## src/rtl/trig_align_pkg.sv

```systemverilog
// Shared types for the SoT trigger-link alignment sequencer.
// Used with TRIG_ALIGN_AUTO_REALIGN_EN (optional automatic re-alignment).
package trig_align_pkg;

    typedef enum logic [1:0] {
        IDLE  = 2'd0,
        RESET = 2'd1,
        WAIT  = 2'd2,
        READY = 2'd3
    } state_t;

    localparam int RETRY_W        = 4;
    localparam int UNSTABLE_CNT_W = 16;

    // A zero retry limit still allows one attempt before failing.
    function automatic logic [RETRY_W-1:0] eff_limit(input logic [RETRY_W-1:0] lim);
        return (lim == '0) ? RETRY_W'(1) : lim;
    endfunction

endpackage

```

## src/rtl/align_chan_tracker.sv

```systemverilog
// Per-link bookkeeping: retry counter, sticky failed flag and
// rising-edge detection of the aligner's unstable flag.
module align_chan_tracker
    import trig_align_pkg::*;
(
    input  logic               clock,
    input  logic               reset_i,
    input  logic               clear_i,
    input  logic               timeout_stb_i,
    input  logic               pending_i,
    input  logic [RETRY_W-1:0] limit_i,
    input  logic               unstable_i,
    output logic               failed_o,
    output logic               fail_next_o,
    output logic               rise_o
);

    logic [RETRY_W-1:0] retry_q;
    logic [RETRY_W-1:0] retry_inc;
    logic               unst_q;
    logic               hit;

    assign hit         = timeout_stb_i & pending_i;
    assign retry_inc   = (retry_q == '1) ? retry_q : retry_q + RETRY_W'(1);
    assign fail_next_o = failed_o | (hit & (retry_inc >= limit_i));
    assign rise_o      = unstable_i & ~unst_q;

    always_ff @(posedge clock) begin
        if (reset_i) begin
            retry_q  <= '0;
            failed_o <= 1'b0;
            unst_q   <= 1'b0;
        end else begin
            unst_q <= unstable_i;
            if (clear_i) begin
                retry_q  <= '0;
                failed_o <= 1'b0;
            end else begin
                if (hit)
                    retry_q <= retry_inc;
                failed_o <= fail_next_o;
            end
        end
    end

endmodule

```

## src/rtl/trig_align_sequencer.sv

```systemverilog
// Sequences SoT alignment over all VFAT trigger links of one optohybrid.
// Define TRIG_ALIGN_AUTO_REALIGN_EN to re-reset links that go unstable in READY.
module trig_align_sequencer
    import trig_align_pkg::*;
#(
    parameter int NUM_VFATS    = 24,
    parameter int RESET_CYCLES = 4,
    parameter int TIMER_W      = 16
) (
    input  logic                      clock,
    input  logic                      reset_i,
    input  logic                      start_i,
    input  logic [NUM_VFATS-1:0]      vfat_mask_i,
    input  logic [NUM_VFATS-1:0]      sot_is_aligned_i,
    input  logic [NUM_VFATS-1:0]      sot_unstable_i,
    input  logic [TIMER_W-1:0]        timeout_i,
    input  logic [RETRY_W-1:0]        retry_limit_i,
    output logic [NUM_VFATS-1:0]      aligner_reset_o,
    output logic [NUM_VFATS-1:0]      failed_o,
    output logic                      all_ready_o,
    output logic                      busy_o,
    output logic [UNSTABLE_CNT_W-1:0] unstable_cnt_o,
    output logic [1:0]                state_o
);

    localparam int PH_W = (RESET_CYCLES > 1) ? $clog2(RESET_CYCLES) : 1;
    localparam logic [PH_W-1:0] PH_LAST = PH_W'(RESET_CYCLES - 1);

    state_t               state;
    logic [PH_W-1:0]      phase;
    logic [TIMER_W-1:0]   timer;
    logic [NUM_VFATS-1:0] target;
    logic [NUM_VFATS-1:0] enabled;
    logic [NUM_VFATS-1:0] pending;
    logic [NUM_VFATS-1:0] fail_next;
    logic [NUM_VFATS-1:0] rise;
    logic [NUM_VFATS-1:0] events;
    logic [NUM_VFATS-1:0] retarget;
    logic [RETRY_W-1:0]   lim;
    logic                 tmo_stb;

    assign lim      = eff_limit(retry_limit_i);
    assign enabled  = ~vfat_mask_i & ~failed_o;
    assign pending  = target & enabled & ~sot_is_aligned_i;
    assign tmo_stb  = (state == WAIT) && (|pending) && (timer >= timeout_i);
    assign retarget = pending & ~fail_next;
    assign events   = (state == READY) ? (rise & enabled) : '0;
    assign busy_o   = (state == RESET) || (state == WAIT);
    assign state_o  = state;

    for (genvar g = 0; g < NUM_VFATS; g++) begin : g_chan
        align_chan_tracker u_chan (
            .clock         (clock),
            .reset_i       (reset_i),
            .clear_i       (start_i),
            .timeout_stb_i (tmo_stb),
            .pending_i     (pending[g]),
            .limit_i       (lim),
            .unstable_i    (sot_unstable_i[g]),
            .failed_o      (failed_o[g]),
            .fail_next_o   (fail_next[g]),
            .rise_o        (rise[g])
        );
    end

    always_ff @(posedge clock) begin
        if (reset_i) begin
            state           <= IDLE;
            phase           <= '0;
            timer           <= '0;
            target          <= '0;
            aligner_reset_o <= '0;
            all_ready_o     <= 1'b0;
            unstable_cnt_o  <= '0;
        end else if (start_i) begin
            state           <= RESET;
            phase           <= '0;
            target          <= ~vfat_mask_i;
            aligner_reset_o <= ~vfat_mask_i;
            all_ready_o     <= 1'b0;
            unstable_cnt_o  <= '0;
        end else begin
            aligner_reset_o <= '0;
            all_ready_o     <= 1'b0;
            if ((|events) && (unstable_cnt_o != '1))
                unstable_cnt_o <= unstable_cnt_o + UNSTABLE_CNT_W'(1);
            unique case (state)
                IDLE: ;
                RESET: begin
                    if (phase == PH_LAST) begin
                        state <= WAIT;
                        timer <= '0;
                    end else begin
                        phase           <= phase + PH_W'(1);
                        aligner_reset_o <= target & ~vfat_mask_i;
                    end
                end
                WAIT: begin
                    if (pending == '0) begin
                        state <= READY;
                    end else if (tmo_stb) begin
                        // Only links still pending and not just failed go round again.
                        target <= retarget;
                        phase  <= '0;
                        if (retarget == '0) begin
                            state <= READY;
                        end else begin
                            state           <= RESET;
                            aligner_reset_o <= retarget & ~vfat_mask_i;
                        end
                    end else begin
                        timer <= timer + TIMER_W'(1);
                    end
                end
                READY: begin
                    all_ready_o <= ~|(enabled & ~sot_is_aligned_i);
`ifdef TRIG_ALIGN_AUTO_REALIGN_EN
                    if (|events) begin
                        target          <= events;
                        phase           <= '0;
                        state           <= RESET;
                        aligner_reset_o <= events & ~vfat_mask_i;
                        all_ready_o     <= 1'b0;
                    end
`endif
                end
                default: ;
            endcase
        end
    end

endmodule

```

## config.mk

```make
export PLATFORM = sky130hd
export DESIGN_NAME = trig_align_sequencer
export DESIGN_NICKNAME = d
export VERILOG_FILES = /design/src/rtl/trig_align_pkg.sv /design/src/rtl/align_chan_tracker.sv /design/src/rtl/trig_align_sequencer.sv
export SDC_FILE = /design/constraint.sdc
export NUM_CORES = 1
export LEC_CHECK = 0
export CAP_MARGIN = 20
export CORE_MARGIN = 1
export CORE_UTILIZATION = 34
export CTS_BUF_LIST = sky130_fd_sc_hd__clkbuf_8 sky130_fd_sc_hd__clkbuf_16
export DETAILED_ROUTE_END_ITERATION = 6
export PLACE_DENSITY_LB_ADDON = 0.08
export SYNTH_ARGS = -nofsm -noshare
export SYNTH_HDL_FRONTEND = slang
export SYNTH_SLANG_ARGS = --single-unit
```

## constraint.sdc

```tcl
create_clock -name clock -period 10.49 [get_ports clock]
set_input_delay 2.098 -clock clock [delete_from_list [all_inputs] [get_ports clock]]
set_output_delay 2.098 -clock clock [all_outputs]
set_load 0.01 [all_outputs]
```

==> impl_metrics.csv <==
group,metric,value,unit
synthesis,synth_flop_cell,"dfxtp_1",
power_and_ir_drop,p_total,2.19,mW
die,rows,73,
setup_path,worstPathCellList,"clkdlybuf4s50_1 -> inv_1 -> buf_4 -> a31o_2 -> ha_1 -> nand2b_1 -> a21o_1 -> a21o_1 -> a21oi_1 -> o21bai_1 -> nand4_1 -> nor4_1 -> a32o_1",
global_route,gr-usage-all-layers,0.204,
synthesis,synthArstFlopShare,0,
setup_path,reg2reg_setup_slack,6.85,ns
setup_path,startpoint,"retry_limit_i[3]",
route,wl,43000,µm
clocking,clkLatencyLatePin,0.56,ns
route,first_pass_iters,5,
power_and_ir_drop,p_leak,6.79,nW
setup_path,startpoint_type,"input pin",
clocking,cts_resized,0,
route,dr.first_iter.drc_count,659,
sta,rsz0062_at_grt,"false",
setup_path,crit_path_max_fanout,25,
synthesis,synth_area_leader_cell,"dfxtp_1",
placement,hpwl,30600,µm
die,die_h,204,µm
cells_and_area,diodes,0,
route,wl_per_cell,18.4,µm
cells_and_area,area_growth,21.5,%
sta,report.final.slew_viol_count,0,
run_status,outcome,"complete, no violations",
global_route,grt_max_degree,70,
hold_path,min_path_type,"flop to flop",
setup_path,r2r_cells,9,
die,core,0.0401,mm²
sta,setup_tns,0,ns
synthesis,ys_seq_elements,229,
sta,worst_slack,5.06,ns
synthesis,synth_area,0.0139,mm²
power_and_ir_drop,ir_drop,0.137,mV
synthesis,synthCells,1669,
cells_and_area,drive_above_1_share,0.0661,
setup_path,crit_slowest_cell,"a31o_2",
die,die_w,204,µm
sta,clock_skew,0.00922,ns
die,initial_core_util,0.348,
sta,period_needed,5.43,ns
clocking,cts_buffer_depth,3,
synthesis,ys_top_cells_by_count,"nor2_1 (309), dfxtp_1 (229), ha_1 (142)",
synthesis,synth-warning-count,0,
placement,place_area,0.0159,mm²
synthesis,syn-num-nets,1906,
setup_path,r2r_end,"state_o[1]",
route,ant_nets,0,
clocking,htreeDepth,1,
clocking,cts_tree,"built",
job,cap_violations,0,
setup_path,crit_top_cell,"a21o_1",
sta,relSlewSlack,0.279,
cells_and_area,final_area,0.0169,mm²
clocking,cts-hold-fix-buffers,0,
synthesis,netlist-cell-type-count,60,
cells_and_area,nets,2030,
placement,portBuffers,162,
synthesis,synth_area_per_cell,8.35,µm²
cells_and_area,nFillCells,3987,
global_route,grt_pass1_vias,11600,
sta,worst_pin_slew,1.07,ns
clocking,cts_buffers,30,
clocking,clock-root-buffer,"clkbuf_16",
global_route,antenna_found_initial,0,
sta,period_share,0.518,
sta,max_freq,0.184,GHz
power_and_ir_drop,power.density,129,mW/mm²
global_route,gr-total-overflow,0,
setup_path,cp-endpoint,"state_o[1]",
route,num_vias,12200,
placement,place_congestion,0.838,
synthesis,seq_area_frac_synth,0.329,
placement,pre_cts_ws,4.53,ns
synthesis,synth_area_leaders,"dfxtp_1 (33%), ha_1 (13%), nor2_1 (8.3%)",
global_route,grt_pass1_wl,66700,µm
setup_path,cp.buffers_inverters,3,
clocking,cts_sinks,229,
sta,setup_viol,0,
setup_path,crit_arrival,5.88,ns
setup_path,r2r_start,"g_chan[23].u_chan.failed_o",
die,dieArea,0.0418,mm²
setup_path,crit_type,"input pin to flop",
die,pin_count,163,
synthesis,synth_top_cell_area_share,0.329,
route,post-route-drc-count,0,
setup_path,worst-path-stages,13,
synthesis,synth-edff-count,0,
sta,hold_viol,0,
setup_path,crit_path_max_incr_delay,0.83,ns
clocking,cts_setup_buffers,0,
setup_path,end_kind,"flop",
setup_path,critPathTopFamily,"compound AO/OA/AOI/OAI gates",
synthesis,yosysMostFrequentCell,"nor2_1",
setup_path,worstPathRequired,10.94,ns
clocking,clk_pin_slew_worst_paths,0.06,ns
route,via_per_inst,5.21,
-- power breakdown --
part           internal [mW]  switching [mW]
clock                  0.669           0.404
combinational         0.0908           0.130
sequential             0.887         0.00965
-- how the worst min path moves through the flow --
stage | cells past startpoint | end | from
after floorplan | 2 | g_chan[11].u_chan.retry_q[3] | g_chan[11].u_chan.retry_q[3]
after global placement | 2 | g_chan[11].u_chan.retry_q[3] | g_chan[11].u_chan.retry_q[3]
after detailed placement | 2 | g_chan[11].u_chan.retry_q[3] | g_chan[11].u_chan.retry_q[3]
after CTS | 2 | g_chan[11].u_chan.retry_q[3] | g_chan[11].u_chan.retry_q[3]
after global routing | 2 | g_chan[12].u_chan.retry_q[3] | g_chan[12].u_chan.retry_q[3]
final | 2 | g_chan[11].u_chan.retry_q[3] | g_chan[11].u_chan.retry_q[3]
-- cell families (layout without fill, tap and decap cells) --
| group | after synthesis | in the layout | synth area share |
|---|---|---|---|
| AND/OR/NAND/NOR | 732 | 732 | 0.262 |
| AO/OA/AOI/OAI | 276 | 276 | 0.126 |
| flip-flops | 229 | 229 | 0.329 |
| adder cells (fa/ha/maj) | 142 | 142 | 0.127 |
| buffers and inverters | 129 | 276 | 0.0441 |
| multiplexers | 93 | 93 | 0.0689 |
| XOR/XNOR | 68 | 68 | 0.0427 |
-- state kept, by name (all words and copies together), names as in the netlist, 16 cells and up --
register,count
g_chan.u_chan.retry_q,96
aligner_reset_o,24
g_chan.u_chan.failed_o,24
g_chan.u_chan.unst_q,24
target,24
timer,16
unstable_cnt_o,16
-- per-layer routing --
layer	GRT usage	routed length (µm)	vias to the layer above
met5	0	0	-
met4	0.0418	755	0
met3	0.0206	1770	49
met2	0.336	19400	251
met1	0.287	21100	5713
li1	-	-	6178
-- final cells by class --
class / instances / area (µm²) / share of cell area
clock buffer: 37 / 858 / 0.0507
clock inverter: 18 / 180 / 0.0106
inverter: 45 / 169 / 0.00997
multi-input combinational: 1311 / 8780 / 0.518
sequential: 229 / 4580 / 0.271
tap: 525 / 657 / 0.0388
timing repair buffer: 176 / 1720 / 0.101
-- tightest hold or removal path, cell delays in order, from the launching register on --
cell,delay (ns)
dfxtp_1,0.32
nand2_1,0.06
a21oi_1,0.06
-- cells in the final DEF (no fill, tap or decap), drive strengths merged, types with 12 or more instances in the layout --
cell type / instances
xor2: 28
clkbuf: 37
nand3: 58
mux2: 24
inv: 53
mux2i: 69
nor4b: 30
clkdlybuf4s50: 160
ha: 142
a211oi: 35
a21o: 31
nand2: 98
nand2b: 22
dfxtp: 229
nand4: 18
nor2: 309
o21ai: 29
nor2b: 37
or3: 19
a21oi: 111
nor4: 12
xnor2: 40
and3: 12
buf: 16
nor3: 86
a31oi: 13
-- metrics by stage --
step	utilization	instances	hold WS, ns
final	0.423	2341	0.484
after global routing	0.423	2341	0.508
after CTS	0.423	2341	0.480
after detailed placement	0.397	2286	0.472
after global placement	0.397	2285	0.467
after floorplan	-	1669	0.450
(Power assumes the default switching activity.)
